### config.mk
export PLATFORM = sky130hd
export DESIGN_NAME = mc_main_ctrl
export DESIGN_NICKNAME = d
export VERILOG_FILES = /design/src/rtl/mc_main_ctrl.sv
export SDC_FILE = /design/constraint.sdc
export NUM_CORES = 1
export LEC_CHECK = 0
export ABC_AREA = 1
export CAP_MARGIN = 15
export CORE_UTILIZATION = 41
export CTS_CLUSTER_DIAMETER = 50
export DETAILED_ROUTE_END_ITERATION = 16
export PLACE_DENSITY = 0.79
export REMOVE_ABC_BUFFERS = 1
export SKIP_CTS_REPAIR_TIMING = 1
export SYNTH_ARGS = -nofsm -noshare
export SYNTH_HDL_FRONTEND = slang
export SYNTH_SLANG_ARGS = --single-unit
### constraint.sdc
create_clock -name clk_i -period 3.2 [get_ports clk_i]
set_input_delay 0.32 -clock clk_i [delete_from_list [all_inputs] [get_ports clk_i]]
set_output_delay 0.32 -clock clk_i [all_outputs]
set_load 0.02 [all_outputs]
### src/rtl/mc_main_ctrl.sv
// Multi-cycle main control FSM for the MIPS-subset CPU: sequences fetch, decode,
// execute, memory and writeback, and stalls on the memory ready handshake.
module mc_main_ctrl #(
   parameter int CNT_W = 32
) (
   input  logic             clk_i,
   input  logic             rst_i,
   input  logic [5:0]       op_i,
   input  logic             zero_i,
   input  logic             mem_ready_i,
   output logic             mem_req_o,
   output logic             mem_we_o,
   output logic             iord_o,
   output logic             ir_write_o,
   output logic             pc_write_o,
   output logic [1:0]       pc_src_o,
   output logic             alu_src_a_o,
   output logic [1:0]       alu_src_b_o,
   output logic [2:0]       alu_op_o,
   output logic             reg_write_o,
   output logic             reg_dst_o,
   output logic             mem_to_reg_o,
   output logic             illegal_o,
   output logic [2:0]       state_o,
   output logic [CNT_W-1:0] retired_o
);

   typedef enum logic [2:0] {
      S_FETCH  = 3'd0,
      S_DECODE = 3'd1,
      S_EXEC   = 3'd2,
      S_MEM    = 3'd3,
      S_WB     = 3'd4,
      S_BRANCH = 3'd5,
      S_JUMP   = 3'd6
   } state_e;

   localparam logic [5:0] OP_R     = 6'b000000;
   localparam logic [5:0] OP_ADDI  = 6'b001000;
   localparam logic [5:0] OP_SLTIU = 6'b001011;
   localparam logic [5:0] OP_ORI   = 6'b001101;
   localparam logic [5:0] OP_LUI   = 6'b001111;
   localparam logic [5:0] OP_BEQ   = 6'b000100;
   localparam logic [5:0] OP_BNE   = 6'b000101;
   localparam logic [5:0] OP_LW    = 6'b100011;
   localparam logic [5:0] OP_SW    = 6'b101011;
   localparam logic [5:0] OP_J     = 6'b000010;

   localparam logic [2:0] ALU_R     = 3'd0;
   localparam logic [2:0] ALU_ADDI  = 3'd1;
   localparam logic [2:0] ALU_SLTIU = 3'd2;
   localparam logic [2:0] ALU_BEQ   = 3'd3;
   localparam logic [2:0] ALU_LUI   = 3'd4;
   localparam logic [2:0] ALU_ORI   = 3'd5;
   localparam logic [2:0] ALU_BNE   = 3'd6;

   state_e           state_q, state_d;
   logic [CNT_W-1:0] retired_q, retired_d;
   logic             retire_s;
   logic             mem_req_s, mem_we_s, iord_s, ir_write_s, pc_write_s;
   logic [1:0]       pc_src_s, alu_src_b_s;
   logic             alu_src_a_s;
   logic [2:0]       alu_op_s;
   logic             reg_write_s, reg_dst_s, mem_to_reg_s, illegal_s;

   // Next-state, retire strobe and datapath controls for the current state
   always_comb begin
      state_d      = state_q;
      retire_s     = 1'b0;
      mem_req_s    = 1'b0;
      mem_we_s     = 1'b0;
      iord_s       = 1'b0;
      ir_write_s   = 1'b0;
      pc_write_s   = 1'b0;
      pc_src_s     = 2'd0;
      alu_src_a_s  = 1'b0;
      alu_src_b_s  = 2'd0;
      alu_op_s     = ALU_R;
      reg_write_s  = 1'b0;
      reg_dst_s    = 1'b0;
      mem_to_reg_s = 1'b0;
      illegal_s    = 1'b0;
      case (state_q)
         S_FETCH: begin
            mem_req_s   = 1'b1;
            alu_src_b_s = 2'd1;
            alu_op_s    = ALU_ADDI;
            if (mem_ready_i) begin
               ir_write_s = 1'b1;
               pc_write_s = 1'b1;
               state_d    = S_DECODE;
            end else begin
               state_d    = S_FETCH;
            end
         end
         S_DECODE: begin
            alu_src_b_s = 2'd3;
            alu_op_s    = ALU_ADDI;
            case (op_i)
               OP_R, OP_ADDI, OP_SLTIU, OP_ORI, OP_LUI, OP_LW, OP_SW: state_d = S_EXEC;
               OP_BEQ, OP_BNE: state_d = S_BRANCH;
               OP_J:           state_d = S_JUMP;
               default: begin
                  illegal_s = 1'b1;
                  state_d   = S_FETCH;
               end
            endcase
         end
         S_EXEC: begin
            alu_src_a_s = 1'b1;
            alu_src_b_s = (op_i == OP_R) ? 2'd0 : 2'd2;
            case (op_i)
               OP_R:                  alu_op_s = ALU_R;
               OP_ADDI, OP_LW, OP_SW: alu_op_s = ALU_ADDI;
               OP_SLTIU:              alu_op_s = ALU_SLTIU;
               OP_ORI:                alu_op_s = ALU_ORI;
               OP_LUI:                alu_op_s = ALU_LUI;
               default:               alu_op_s = ALU_R;
            endcase
            state_d = ((op_i == OP_LW) || (op_i == OP_SW)) ? S_MEM : S_WB;
         end
         S_MEM: begin
            mem_req_s = 1'b1;
            iord_s    = 1'b1;
            mem_we_s  = (op_i == OP_SW);
            if (!mem_ready_i) begin
               state_d = S_MEM;
            end else if (op_i == OP_SW) begin
               state_d  = S_FETCH;
               retire_s = 1'b1;
            end else begin
               state_d = S_WB;
            end
         end
         S_WB: begin
            reg_write_s  = 1'b1;
            reg_dst_s    = (op_i == OP_R);
            mem_to_reg_s = (op_i == OP_LW);
            state_d      = S_FETCH;
            retire_s     = 1'b1;
         end
         S_BRANCH: begin
            alu_src_a_s = 1'b1;
            pc_src_s    = 2'd1;
            if (op_i == OP_BNE) begin
               alu_op_s   = ALU_BNE;
               pc_write_s = ~zero_i;
            end else begin
               alu_op_s   = ALU_BEQ;
               pc_write_s = zero_i;
            end
            state_d  = S_FETCH;
            retire_s = 1'b1;
         end
         S_JUMP: begin
            pc_write_s = 1'b1;
            pc_src_s   = 2'd2;
            state_d    = S_FETCH;
            retire_s   = 1'b1;
         end
         default: state_d = S_FETCH;
      endcase
      retired_d = retire_s ? (retired_q + CNT_W'(1)) : retired_q;
   end

   // Outputs are squashed while reset is asserted so nothing strobes mid-abort
   always_comb begin
      if (!rst_i) begin
         mem_req_o    = 1'b0;
         mem_we_o     = 1'b0;
         iord_o       = 1'b0;
         ir_write_o   = 1'b0;
         pc_write_o   = 1'b0;
         pc_src_o     = 2'd0;
         alu_src_a_o  = 1'b0;
         alu_src_b_o  = 2'd0;
         alu_op_o     = 3'd0;
         reg_write_o  = 1'b0;
         reg_dst_o    = 1'b0;
         mem_to_reg_o = 1'b0;
         illegal_o    = 1'b0;
      end else begin
         mem_req_o    = mem_req_s;
         mem_we_o     = mem_we_s;
         iord_o       = iord_s;
         ir_write_o   = ir_write_s;
         pc_write_o   = pc_write_s;
         pc_src_o     = pc_src_s;
         alu_src_a_o  = alu_src_a_s;
         alu_src_b_o  = alu_src_b_s;
         alu_op_o     = alu_op_s;
         reg_write_o  = reg_write_s;
         reg_dst_o    = reg_dst_s;
         mem_to_reg_o = mem_to_reg_s;
         illegal_o    = illegal_s;
      end
   end

   // State and retired-instruction counter
   always_ff @(posedge clk_i or negedge rst_i) begin
      if (!rst_i) begin
         state_q   <= S_FETCH;
         retired_q <= '0;
      end else begin
         state_q   <= state_d;
         retired_q <= retired_d;
      end
   end

   assign state_o   = state_q;
   assign retired_o = retired_q;

endmodule

Word-level counts from Yosys, hierarchy flattened
Index checks and enable logic that the tools add are counted.
{ "classes": {"n_addsub": 1, "eq_ne": 15, "mux": 41, "bitwise": 1, "n_reduce_logical": 11} }
{ "op_table": {"columns": ["operator", "n"], "rows": [
  ["adder 32 x 1 -> 32 bit (second input constant)", 1],
  ["2-to-1 mux 1 bit", 25],
  ["== test 6 x 4 -> 1 bit (second input constant)", 4],
  ["one-hot mux 3 bit (4 select lines)", 2],
  ["one-hot mux 3 bit (3 select lines)", 2],
  ["2-to-1 mux 3 bit", 5],
  ["== test 6 x 3 -> 1 bit (second input constant)", 2],
  ["== test 6 bit (second input constant)", 2],
  ["OR reduction 10 bit", 1],
  ["== test 3 bit (second input constant)", 3],
  ["OR reduction 2 bit", 4],
  ["OR reduction 7 bit", 1],
  ["== test 3 x 2 -> 1 bit (second input constant)", 2],
  ["== test 6 x 2 -> 1 bit (second input constant)", 1],
  ["zero test 6 bit", 1],
  ["2-to-1 mux 2 bit", 3],
  ["one-hot mux 2 bit (3 select lines)", 1],
  ["OR reduction 3 bit", 2],
  ["one-hot mux 2 bit (2 select lines)", 1],
  ["== test 3 x 1 -> 1 bit (second input constant)", 1],
  ["zero test 3 bit", 1],
  ["one-hot mux 1 bit (3 select lines)", 1],
  ["one-hot mux 1 bit (2 select lines)", 1],
  ["logical OR 1 bit", 1],
  ["inverter 1 bit", 1]
]} }
{ "word_totals": {"reg_bits": 35, "input_bits": 10, "word_cells": 71} }

Longest topological paths before layout
Gate-level depths: netlist (run 1).
{ "depth": {"depth_word": 5, "mapped_depth": 11} }

Least setup slack after synthesis (run 1)
No wires, ideal clock.
{ "synth_timing": {"kind": "reg2out", "start": "register state_q[2], in the netlist state_o[2]", "end": "output mem_to_reg_o", "arrival_ns": 1.603, "required_time_ns": 2.880, "slack_ns": 1.277, "path_stages_with_launch": 6, "path_buffers": 1, "cell_sequence": "dfrtp_1 > buf_6 > nand2_1 > nor2_1 > inv_1 > nor3_1"} }
{ "synth_between": {"elab_chain_len": 3} }
{ "synth_rtl": {"columns": ["element", "line_no", "rtl"], "rows": [
  ["start: declaration", "57", "state_e state_q, state_d;"],
  ["start signal: assignment", "205", "state_q <= state_d;"],
  ["== test 3 bit", "83", "case (state_q)"],
  ["2-to-1 mux 1 bit", "83", null],
  ["2-to-1 mux 1 bit", "168", "if (!rst_i) begin"],
  ["end: declaration", "22", "output logic mem_to_reg_o,"]
]} }
Every way passes these cells.

Final worst setup path (run 1)
{ "layout_timing": {"start": "input op_i[4]", "end": "output pc_write_o"} }
{ "layout_between": {"elab_chain_len": 4} }
{ "layout_rtl": {"columns": ["element", "line_no", "rtl"], "rows": [
  ["start: declaration", "8", "input logic [5:0] op_i,"],
  ["== test 6 x 3 -> 1 bit", "145", "if (op_i == OP_BNE) begin"],
  ["2-to-1 mux 1 bit", "145", null],
  ["one-hot mux 1 bit (3 select lines)", "83", null],
  ["2-to-1 mux 1 bit", "168", null],
  ["end: declaration", "15", "output logic pc_write_o,"]
]} }
Every way passes these cells.

==> flow_summary.rst, run 1 <==
.. list-table::
   :header-rows: 1

   * - Metric
     - Value
   * - Number of H-tree levels
     - 2
   * - RSZ-0062 raised after global routing
     - false
   * - Die outline area
     - around 6700 sq um
   * - Most common cell after layout, fill and taps aside
     - nand2_1
   * - Avg Cell Area, Syn
     - 6.12 sq um
   * - Power density relative to cell area
     - approximately 350 nW/um^2
   * - DRC marker count from the first detailed-route iteration
     - 175
   * - Top library cells by usage in the layout, fill and taps aside
     - nand2_1 (168), nor2_1 (80), clkdlybuf4s50_1 (60), inv_1 (47), dfrtp_1 (35)
   * - Async S/R FF share, synth
     - 100%
   * - Cell at the slowest stage of the critical path
     - clkdlybuf4s50_1
   * - Crit-path max FO
     - 8
   * - Clock latency on the worst-skew pair
     - 0.29 ns
   * - First-pass iteration count of the detailed router
     - 4
   * - TritonCTS clock tree
     - done
   * - Gate power share
     - between 20% and 30%
   * - Number of filler instances in the final layout
     - 574
   * - Synthesis-to-layout area growth
     - 28.6%
   * - Std cell rows
     - 28
   * - Relative slew margins
     - 68.2%
   * - Max-capacitance violation count
     - 0
   * - Count of port buffers added during placement
     - 61
   * - Total via count after detailed routing
     - 2765
   * - Final period utilization
     - 81.6%
   * - Drt total wl
     - 6.71 mm
   * - Class of the tightest hold or removal check
     - input pin to asynchronous set/reset pin
   * - Root buffer cell
     - clkbuf_8
   * - Num CTS Buffers
     - 5
   * - Die outline width
     - 81.9 um
   * - Cell-internal power
     - between 0.7 and 0.8 mW
   * - Required time of the critical path
     - 2.88 ns
   * - Maximum number of pins on one net before global-route repair
     - 39
   * - Switching share of power
     - 32.6%
   * - Number of buffers and inverters on the critical path
     - 4
   * - Routed vias/inst
     - ~5
   * - Number of enable-type register cells in the synthesized netlist
     - 0
   * - Setup TNS
     - 0 ns
   * - TritonCTS sink count
     - 35
   * - DRC violation count after routing
     - 0
   * - Critical Setup Path Class
     - input pin to output port
   * - Average detailed-routed wire length per instance
     - 11.8 um
   * - Buffer levels on the longest clock path
     - 2
   * - Initial antenna violation count
     - 0
   * - Element type at the critical path start
     - input pin
   * - Placer's final routability congestion estimate
     - 0.884
   * - Result of the run
     - complete, no violations
   * - Cell count after synthesis
     - 428
   * - Least setup slack across all paths after layout
     - 0.588 ns
   * - Worst hold slack
     - 0.110 ns
   * - Placeable core area
     - approximately 6000 sq um
   * - Cell-by-cell trace of the critical path
     - clkdlybuf4s50_1 > nor2_1 > nand3_1 > inv_1 > nand3b_1 > nand3_1 > nand2_1 > inv_1 > clkdlybuf4s50_1
   * - Worst-margin pin slew
     - 0.477 ns
   * - Number of synthesized register bits
     - 35
   * - Final nets
     - 503
   * - Largest incremental delay on the critical path
     - 0.61 ns
   * - Area of all placed cells without fillers
     - 3370 sq um
   * - Diodes inserted
     - 0
   * - Upper clock frequency limit
     - 383 MHz
   * - Initial Util
     - between 40 and 50%
   * - Power dissipated by switching net loads
     - about 0.38 mW
   * - Endpoint arrival time on the critical path
     - 2.29 ns
   * - Clock skew
     - around 0.011 ns
   * - Placement-stage worst setup slack
     - 0.603 ns
   * - Final-report setup violation count
     - 0
   * - Max Slew Vio Count
     - 0
   * - Post-route ant nets
     - 0
   * - First-pass GRT wire length
     - around 11 mm
   * - Global Route Usage Sum
     - 21.8%
   * - Family with the most delay on the worst path
     - buffers and inverters
   * - Warnings, synthesis
     - 0
   * - Total leakage power
     - about 1.5 nW
   * - Maximum resistive drop on vdd
     - 207 uV
   * - Total half-perimeter wirelength after legalization and detailed placement
     - approximately 5.2 mm
   * - Layout Utilization
     - 55.9%
   * - Clock transition time at the flip-flop clock pins of the worst setup and hold paths
     - 0.07 ns
   * - Post-synth cell types
     - 26
   * - Number of instances in the placed design
     - 560
   * - Element type at the critical path end
     - output port
   * - Vias in the first global route
     - 2630
   * - I/O pin total
     - 62
   * - Fraction of layout instances using a drive strength above 1
     - 4.87%
   * - Clock power frac
     - 30.7%
   * - Netlist area before placement
     - approximately 2600 sq um
   * - Die Y
     - about 82 um
   * - Share of the yosys chip area belonging to registers
     - 33.4%
   * - Clock period minus worst slack
     - around 2.6 ns
   * - Number of standard cells in the layout, taps in and fillers out
     - 568
   * - Placed inst area
     - 3260 sq um
   * - Overflow after GRT
     - 0
   * - Primary FF master, synth
     - dfrtp_1
   * - Total power
     - about 1.2 mW
   * - Relative contribution of sequential cells to total power
     - roughly 45%
   * - Count of endpoints failing hold in the final timing report
     - 0
-- path summary, 6_finish.rpt --
check,slack (ns),depth (start not counted),startpoint,to
min,0.11,2,rst_i,retired_o[0]
max reg2reg,1.39,9,state_o[2],retired_o[20]
min in group clk_i,0.55,2,retired_o[18],retired_o[18]
max in group asynchronous,2.76,2,rst_i,retired_o[29]
min reg2reg,0.55,2,retired_o[18],retired_o[18]
max,0.59,9,op_i[4],pc_write_o
-- flip-flops by register name, indices dropped and copies added (netlist names) --
signal	cells
state_o	3
retired_o	32
-- layer usage --
metal / wire length, um / GRT usage (%) / part of all wire [%] / vias to the layer above
li1: - / - / - / 1448
met1: 3140 / 27.9 / 47 / 1228
met2: 3130 / 36.8 / 47 / 80
met3: 337 / 3.78 / 5.0 / 9
met4: 98 / 7.54 / 1.5 / 0
met5: 0 / 0 / 0 / -
-- synth_stat cells (3+ instances only) --
| cell | instances | area (sq um) |
|---|---|---|
| a21oi_1 | 4 | 20.0 |
| buf_6 | 5 | 56.3 |
| dfrtp_1 | 35 | 876 |
| inv_1 | 47 | 176 |
| inv_2 | 3 | 11.3 |
| nand2_1 | 168 | 631 |
| nand3_1 | 26 | 130 |
| nand3b_1 | 4 | 30.0 |
| nand4_1 | 9 | 56.3 |
| nor2_1 | 80 | 300 |
| nor2_2 | 4 | 25.0 |
| nor3_1 | 7 | 35.0 |
| o21ai_0 | 8 | 40.0 |
| o21ai_1 | 4 | 20.0 |
| xor2_1 | 9 | 78.8 |
-- worst reg2reg max path, stage by stage, from the launching register on --
cell and delay (ns):
dfrtp_1 0.49, inv_2 0.13, nand3_2 0.10, nor2_2 0.12
nand3_1 0.12, nand2_2 0.27, buf_4 0.27, nand3_1 0.09
nand2_1 0.07, nand2_1 0.05
-- logic make-up (layout without fill, tap and decap cells) --
| kind of cell | after synthesis | in the layout | share of synthesized area (%) |
|---|---|---|---|
| fa+ha+maj | 1 | 1 | 0.478 |
| simple gates | 304 | 304 | 47.8 |
| xor+xnor | 12 | 12 | 4.30 |
| flops | 35 | 35 | 33.4 |
| compound gates | 19 | 19 | 3.87 |
| buf+inv | 57 | 122 | 10.1 |
-- layout make-up --
cell class | instances | area, sq um | area share [%]
clock buffer | 7 | 96.3 | 2.86
multi-input combinational | 336 | 1480 | 43.9
clock inverter | 1 | 7.51 | 0.223
tap | 75 | 93.8 | 2.79
inverter | 50 | 188 | 5.57
sequential | 35 | 876 | 26.0
timing repair buffer | 64 | 628 | 18.6
-- power groups by stage --
stage	Combinational, mW	Sequential, mW	Clock (mW)
floorplan	0.124	0.556	0
global placement	0.286	0.528	0
detailed placement	0.287	0.529	0
CTS	0.289	0.521	0.368
global route	0.316	0.527	0.385
finish	0.288	0.521	0.359
Note: power is estimated with default switching activity, not from simulation.
==> run 2, diff against run 1 <==
==> constraint.sdc (replaced) <==
create_clock -name clk_i -period 2.6 [get_ports clk_i]
set_input_delay 0.26 -clock clk_i [delete_from_list [all_inputs] [get_ports clk_i]]
set_output_delay 0.26 -clock clk_i [all_outputs]
set_load 0.02 [all_outputs]
==> run 2 against run 1 <==
Against the previous run: global-route usage shrank 0.66 points; largest cell class unchanged; largest power group unchanged; design area is 0.33% lower; sequential share of layout area is 0.087 points higher.
==> flow_summary.rst, run 2 (synthesis gave the netlist of run 1 again) <==
.. list-table::
   :header-rows: 1

   * - Metric
     - Value
   * - Post-route ant nets
     - 0 (unchanged)
   * - Final period utilization
     - between 90% and 100%
   * - Placed inst area
     - 3280 sq um (was 3260 sq um)
   * - Count of port buffers added during placement
     - 61 (unchanged)
   * - Drt total wl
     - 6.66 mm (was 6.71 mm)
   * - Area of all placed cells without fillers
     - 3360 sq um (was 3370 sq um)
   * - Worst-margin pin slew
     - 0.450 ns (was 0.477 ns)
   * - Total via count after detailed routing
     - 2809 (was 2765)
   * - Synthesis-to-layout area growth
     - 28.2% (was 28.6%)
   * - Result of the run
     - complete, no violations (unchanged)
   * - DRC marker count from the first detailed-route iteration
     - 203 (was 175)
   * - Top library cells by usage in the layout, fill and taps aside
     - nand2_1 (168), nor2_1 (77), clkdlybuf4s50_1 (60), inv_1 (47), dfrtp_1 (35) (was nand2_1 (168), nor2_1 (80), clkdlybuf4s50_1 (60), inv_1 (47), dfrtp_1 (35))
   * - Root buffer cell
     - clkbuf_8 (unchanged)
   * - First-pass GRT wire length
     - 11.1 mm (was 11.4 mm)
   * - Worst hold slack
     - 0.0827 ns (was 0.110 ns)
   * - Number of H-tree levels
     - 2 (unchanged)
   * - Most common cell after layout, fill and taps aside
     - nand2_1 (unchanged)
   * - Routed vias/inst
     - 4.96 (was 4.87)
   * - Endpoint arrival time on the critical path
     - 2.13 ns (was 2.29 ns)
   * - Fraction of layout instances using a drive strength above 1
     - 4.89% (was 4.87%)
   * - Final-report setup violation count
     - 0 (unchanged)
   * - Relative slew margins
     - 70.0% (was 68.2%)
   * - TritonCTS sink count
     - 35 (unchanged)
   * - Required time of the critical path
     - 2.34 ns (was 2.88 ns)
   * - Maximum resistive drop on vdd
     - 239 uV (was 207 uV)
   * - Die outline width
     - 81.9 um (unchanged)
   * - Cell-internal power
     - 0.910 mW (was 0.787 mW)
   * - Storage cell area
     - 876 sq um (unchanged)
   * - Buffer levels on the longest clock path
     - 2 (unchanged)
   * - Total half-perimeter wirelength after legalization and detailed placement
     - 5.18 mm (was 5.17 mm)
   * - Switching share of power
     - 33.4% (was 32.6%)
   * - Count of endpoints failing hold in the final timing report
     - 0 (unchanged)
   * - Setup TNS
     - 0 ns (unchanged)
   * - Crit-path max FO
     - 6 (was 8)
   * - Overflow after GRT
     - 0 (unchanged)
   * - Upper clock frequency limit
     - 418 MHz
   * - Gate power share
     - 26.3% (was 24.6%)
   * - Die Y
     - 81.9 um (unchanged)
   * - Relative contribution of sequential cells to total power
     - 46.9% (was 44.6%)
   * - RSZ-0062 raised after global routing
     - false (unchanged)
   * - Clock period minus worst slack
     - 2.39 ns
   * - Max-capacitance violation count
     - 0 (unchanged)
   * - I/O pin total
     - 62 (unchanged)
   * - Max reg flops
     - 32 (unchanged)
   * - Vias in the first global route
     - 2562 (was 2630)
   * - Final nets
     - 503 (unchanged)
   * - Average detailed-routed wire length per instance
     - 11.8 um (about the same)
   * - Placer's final routability congestion estimate
     - 0.889 (was 0.884)
   * - Clock latency on the worst-skew pair
     - 0.29 ns (about the same)
   * - Placeable core area
     - 6030 sq um (unchanged)
   * - Die outline area
     - 6710 sq um (unchanged)
   * - Num CTS Buffers
     - 5 (unchanged)
   * - Initial Util
     - 43.5% (unchanged)
   * - Power density relative to cell area
     - 407 nW/um^2 (was 347 nW/um^2)
   * - TritonCTS clock tree
     - done (unchanged)
   * - Element type at the critical path start
     - input pin (unchanged)
   * - Total area of multi-input combinational cells
     - 1490 sq um (was 1480 sq um)
   * - Total leakage power
     - 1.49 nW (was 1.50 nW)
   * - Element type at the critical path end
     - output port (unchanged)
   * - Global Route Usage Sum
     - 21.2% (was 21.8%)
   * - Max Slew Vio Count
     - 0 (unchanged)
   * - Maximum number of pins on one net before global-route repair
     - 48 (was 39)
   * - Clock transition time at the flip-flop clock pins of the worst setup and hold paths
     - 0.07 ns (about the same)
   * - First-pass iteration count of the detailed router
     - 5 (was 4)
   * - Initial antenna violation count
     - 0 (unchanged)
   * - Clock skew
     - 0.00778 ns (was 0.0105 ns)
   * - Power dissipated by switching net loads
     - 0.456 mW (was 0.380 mW)
   * - Clock power frac
     - 26.8% (was 30.7%)
   * - Class of the tightest hold or removal check
     - input pin to asynchronous set/reset pin (unchanged)
   * - Std cell rows
     - 28 (unchanged)
   * - Diodes inserted
     - 0 (unchanged)
   * - Number of filler instances in the final layout
     - 578 (was 574)
   * - DRC violation count after routing
     - 0 (unchanged)
   * - Critical Setup Path Class
     - input pin to output port (unchanged)
-- run 2: changes by cell type in the layout (fill, tap and decap cells not counted), sizes merged --
| cell | previous run | this run |
|---|---|---|
| clkbuf | 7 | 6 |
| clkinvlp | 1 | 0 |
-- run 2: final cells by class --
cell class | count | share of cell area, %
multi-input cells | 336 | 44.3
flip-flops and latches | 35 | 26.1
repair buffers | 64 | 19.1
inverters | 50 | 5.59
well taps | 75 | 2.80
clock buffers | 6 | 2.16
-- run 2: path summary, 6_finish.rpt --
kind,startpoint,to,slack [ns],cells past startpoint
setup / recovery,op_i[2],pc_write_o,0.21,10
hold / removal,rst_i,retired_o[30],0.08,2
setup reg to reg,retired_o[0],retired_o[20],0.79,8
hold reg to reg,retired_o[18],retired_o[18],0.54,2
max in group asynchronous,rst_i,retired_o[19],2.20,2
min in group clk_i,retired_o[18],retired_o[18],0.54,2
-- run 2: power groups by stage --
stage	logic, mW	registers (mW)	clock network (mW)
CTS	0.360	0.642	0.370
finish	0.359	0.640	0.366
global route	0.395	0.648	0.394
detailed placement	0.359	0.652	0
floorplan	0.152	0.684	0
global placement	0.356	0.650	0
-- run 2: worst max-delay path, stage by stage --
cell and delay, ns:
clkdlybuf4s50_1 0.56, inv_1 0.10, nor2_2 0.14, nand3_1 0.12, inv_1 0.09, nand3b_1 0.07
nand3_1 0.08, nand2_1 0.05, inv_1 0.05, clkdlybuf4s50_1 0.60
-- run 2: metal layers --
| layer | global-route usage [%] | up-vias | routed length (um) |
|---|---|---|---|
| met4 | 5.44 | 0 | 75 |
| met5 | 0 | - | 0 |
| li1 | - | 1450 | - |
| met1 | 27.7 | 1258 | 3060 |
| met2 | 35.6 | 89 | 3180 |
| met3 | 4.00 | 12 | 349 |
-- run 2: per-stage QoR --
stage               worst slack (ns)  power (mW)  utilization [%]  instances
finish                         0.208        1.37             55.7        566
global route                  0.0495        1.44             55.7        566
CTS                            0.137        1.37             55.6        566
detailed placement             0.183        1.01             54.4        560
global placement               0.242        1.01             54.4        560
floorplan                      0.682       0.836                -        421
==> run 3, diff against run 2 <==
--- a/config.mk
+++ b/config.mk
@@ -9,9 +9,12 @@
 export CAP_MARGIN = 15
 export CORE_UTILIZATION = 41
 export CTS_CLUSTER_DIAMETER = 50
+export CTS_CLUSTER_SIZE = 12
 export DETAILED_ROUTE_END_ITERATION = 16
-export PLACE_DENSITY = 0.79
+export DONT_BUFFER_PORTS = 1
+export PLACE_DENSITY = 0.66
 export REMOVE_ABC_BUFFERS = 1
+export SETUP_SLACK_MARGIN = 0.1
 export SKIP_CTS_REPAIR_TIMING = 1
 export SYNTH_ARGS = -nofsm -noshare
 export SYNTH_HDL_FRONTEND = slang
==> run 3 against run 2 <==
Against the previous run: sequential share of layout area rose by 5.5 points; combinational power is 44% lower; first-iteration DRC count is 43% lower; fmax up 6.5%; die area did not move; clock power grew 5.5%; wire length is 4.8% lower; via count fell by 8.6%; core utilization shrank 9.7 points; power is 6.7% lower; critical endpoint is now mem_to_reg_o.
==> flow_summary.rst, run 3 (synthesis gave the netlist of run 1 again) <==
.. list-table::
   :header-rows: 1

   * - Metric
     - Value
   * - Count of endpoints failing hold in the final timing report
     - 0 (unchanged)
   * - Vias in the first global route
     - 2275 (was 2562)
   * - Fraction of layout instances using a drive strength above 1
     - 5.07% (was 4.89%)
   * - DRC marker count from the first detailed-route iteration
     - 116 (was 203)
   * - Die outline width
     - 81.9 um (unchanged)
   * - Final nets
     - 444 (was 503)
   * - Number of standard cells in the layout, taps in and fillers out
     - 509 (was 566)
   * - Clock transition time at the flip-flop clock pins of the worst setup and hold paths
     - 0.07 ns (about the same)
   * - Total via count after detailed routing
     - 2568 (was 2809)
   * - Upper clock frequency limit
     - 445 MHz (was 418 MHz)
   * - Max reg flops
     - 32 (unchanged)
   * - Buffer levels on the longest clock path
     - 2 (unchanged)
   * - Layout Utilization
     - 46.0% (was 55.7%)
   * - Maximum number of pins on one net before global-route repair
     - 41 (was 48)
   * - Placement-stage worst setup slack
     - 0.628 ns (was 0.183 ns)
   * - Std cell rows
     - 28 (unchanged)
   * - Element type at the critical path start
     - flop (was input pin)
   * - Overflow after GRT
     - 0 (unchanged)
   * - TritonCTS sink count
     - 35 (unchanged)
   * - Final period utilization
     - 86.4% (was 92.0%)
   * - Clock skew
     - 0.00312 ns (was 0.00778 ns)
   * - Number of H-tree levels
     - 2 (unchanged)
   * - Total half-perimeter wirelength after legalization and detailed placement
     - 4.82 mm (was 5.18 mm)
   * - Maximum resistive drop on vdd
     - 385 uV (was 239 uV)
   * - Placeable core area
     - 6030 sq um (unchanged)
   * - TritonCTS clock tree
     - done (unchanged)
   * - Clock period minus worst slack
     - 2.25 ns (was 2.39 ns)
   * - Final-report setup violation count
     - 0 (unchanged)
   * - Relative slew margins
     - 54.1% (was 70.0%)
   * - Diodes inserted
     - 0 (unchanged)
   * - Critical Setup Path Class
     - flop to output port (was input pin to output port)
   * - Met2 track demand over resource
     - 31.7% (was 35.6%)
   * - Num CTS Buffers
     - 5 (unchanged)
   * - Routed vias/inst
     - 5.05 (was 4.96)
   * - Met3 Use GR
     - 6.56% (was 4.00%)
   * - Required time of the critical path
     - 2.34 ns (about the same)
   * - Initial Util
     - 43.5% (unchanged)
   * - Element type at the critical path end
     - output port (unchanged)
   * - Post-route ant nets
     - 0 (unchanged)
   * - Global route hottest layer
     - met2 (unchanged)
   * - Average detailed-routed wire length per instance
     - 12.4 um (was 11.8 um)
   * - Met1 demand-to-capacity share in global routing
     - 25.9% (was 27.7%)
   * - First-pass GRT wire length
     - 10.5 mm (was 11.1 mm)
   * - Synthesis-to-layout area growth
     - 5.78% (was 28.2%)
   * - Die outline area
     - 6710 sq um (unchanged)
   * - Max-capacitance violation count
     - 0 (unchanged)
   * - Max Slew Vio Count
     - 0 (unchanged)
   * - I/O pin total
     - 62 (unchanged)
   * - Placer's final routability congestion estimate
     - 0.846 (was 0.889)
   * - Most common cell after layout, fill and taps aside
     - nand2_1 (unchanged)
   * - Crit-path max FO
     - 10 (was 6)
   * - Class of the tightest hold or removal check
     - input pin to flop (was input pin to asynchronous set/reset pin)
   * - Power density relative to cell area
     - 460 nW/um^2 (was 407 nW/um^2)
   * - Drt total wl
     - 6.34 mm (was 6.66 mm)
   * - Total leakage power
     - 1.29 nW (was 1.49 nW)
   * - Initial antenna violation count
     - 0 (unchanged)
   * - Setup TNS
     - 0 ns (unchanged)
   * - DRC violation count after routing
     - 0 (unchanged)
   * - Root buffer cell
     - clkbuf_8 (unchanged)
   * - Result of the run
     - complete, no violations (unchanged)
   * - Least setup slack across all paths after layout
     - 0.353 ns (was 0.208 ns)
   * - Worst-margin pin slew
     - 0.683 ns (was 0.450 ns)
   * - Top library cells by usage in the layout, fill and taps aside
     - nand2_1 (168), nor2_1 (80), inv_1 (47), dfrtp_1 (35), nand3_1 (26) (was nand2_1 (168), nor2_1 (77), clkdlybuf4s50_1 (60), inv_1 (47), dfrtp_1 (35))
   * - Count of port buffers added during placement
     - 0 (was 61)
   * - Global Route Usage Sum
     - 19.9% (was 21.2%)
   * - Clock latency on the worst-skew pair
     - 0.29 ns (about the same)
   * - First-pass iteration count of the detailed router
     - 5 (unchanged)
   * - Die Y
     - 81.9 um (unchanged)
   * - Number of instances in the placed design
     - 499 (was 560)
   * - Endpoint arrival time on the critical path
     - 1.99 ns (was 2.13 ns)
   * - RSZ-0062 raised after global routing
     - false (unchanged)
-- run 3: area by class of cell --
class / instances / area (sq um)
clock buffers: 7 / 76.3
clock inverters: 1 / 5.00
fillers: 631 / 3260
inverters: 50 / 188
multi-input cells: 336 / 1480
well taps: 75 / 93.8
flip-flops and latches: 35 / 876
repair buffers: 5 / 52.6
-- run 3: per-layer routing --
layer	wire [um]	up-vias	part of all wire, %
met1	2990	1129	47
li1	-	1338	-
met5	0	-	0
met4	91	0	1.4
met2	2760	91	43
met3	497	10	7.8
-- run 3: final timing paths --
path                                from             to  slack (ns)  cells past startpoint
max reg2reg                   state_o[2]   retired_o[2]        0.60                      8
min reg2reg                retired_o[31]  retired_o[31]        0.66                      2
min                          mem_ready_i     state_o[0]        0.20                      2
min in group asynchronous          rst_i  retired_o[15]        0.42                      2
max in group asynchronous          rst_i  retired_o[20]        2.00                      2
max                           state_o[2]   mem_to_reg_o        0.35                      5
-- run 3: worst max-delay path, cell delays in order, from the launching register on --
cell	delay, ns
dfrtp_1	0.62
nand2_1	0.18
nor2_1	0.42
inv_1	0.13
nor3_1	0.17
buf_4	0.17
-- run 3: power by group --
group | total, mW | leakage [nW] | internal, mW | switching, mW
Combinational | 0.200 | 0.770 | 0.0639 | 0.136
Sequential | 0.688 | 0.477 | 0.578 | 0.111
Clock | 0.386 | 0.0422 | 0.188 | 0.198
-- run 3: through the flow --
| step | cell area (sq um) | power, mW | hold slack, ns |
|---|---|---|---|
| final | 2770 | 1.27 | 0.200 |
| after global routing | 2770 | 1.34 | 0.192 |
| after CTS | 2740 | 1.27 | -0.347 |
| after detailed placement | 2660 | 0.885 | -0.0344 |
| after global placement | 2660 | 0.880 | -0.0344 |
| after floorplan | 2540 | 0.836 | -0.0356 |
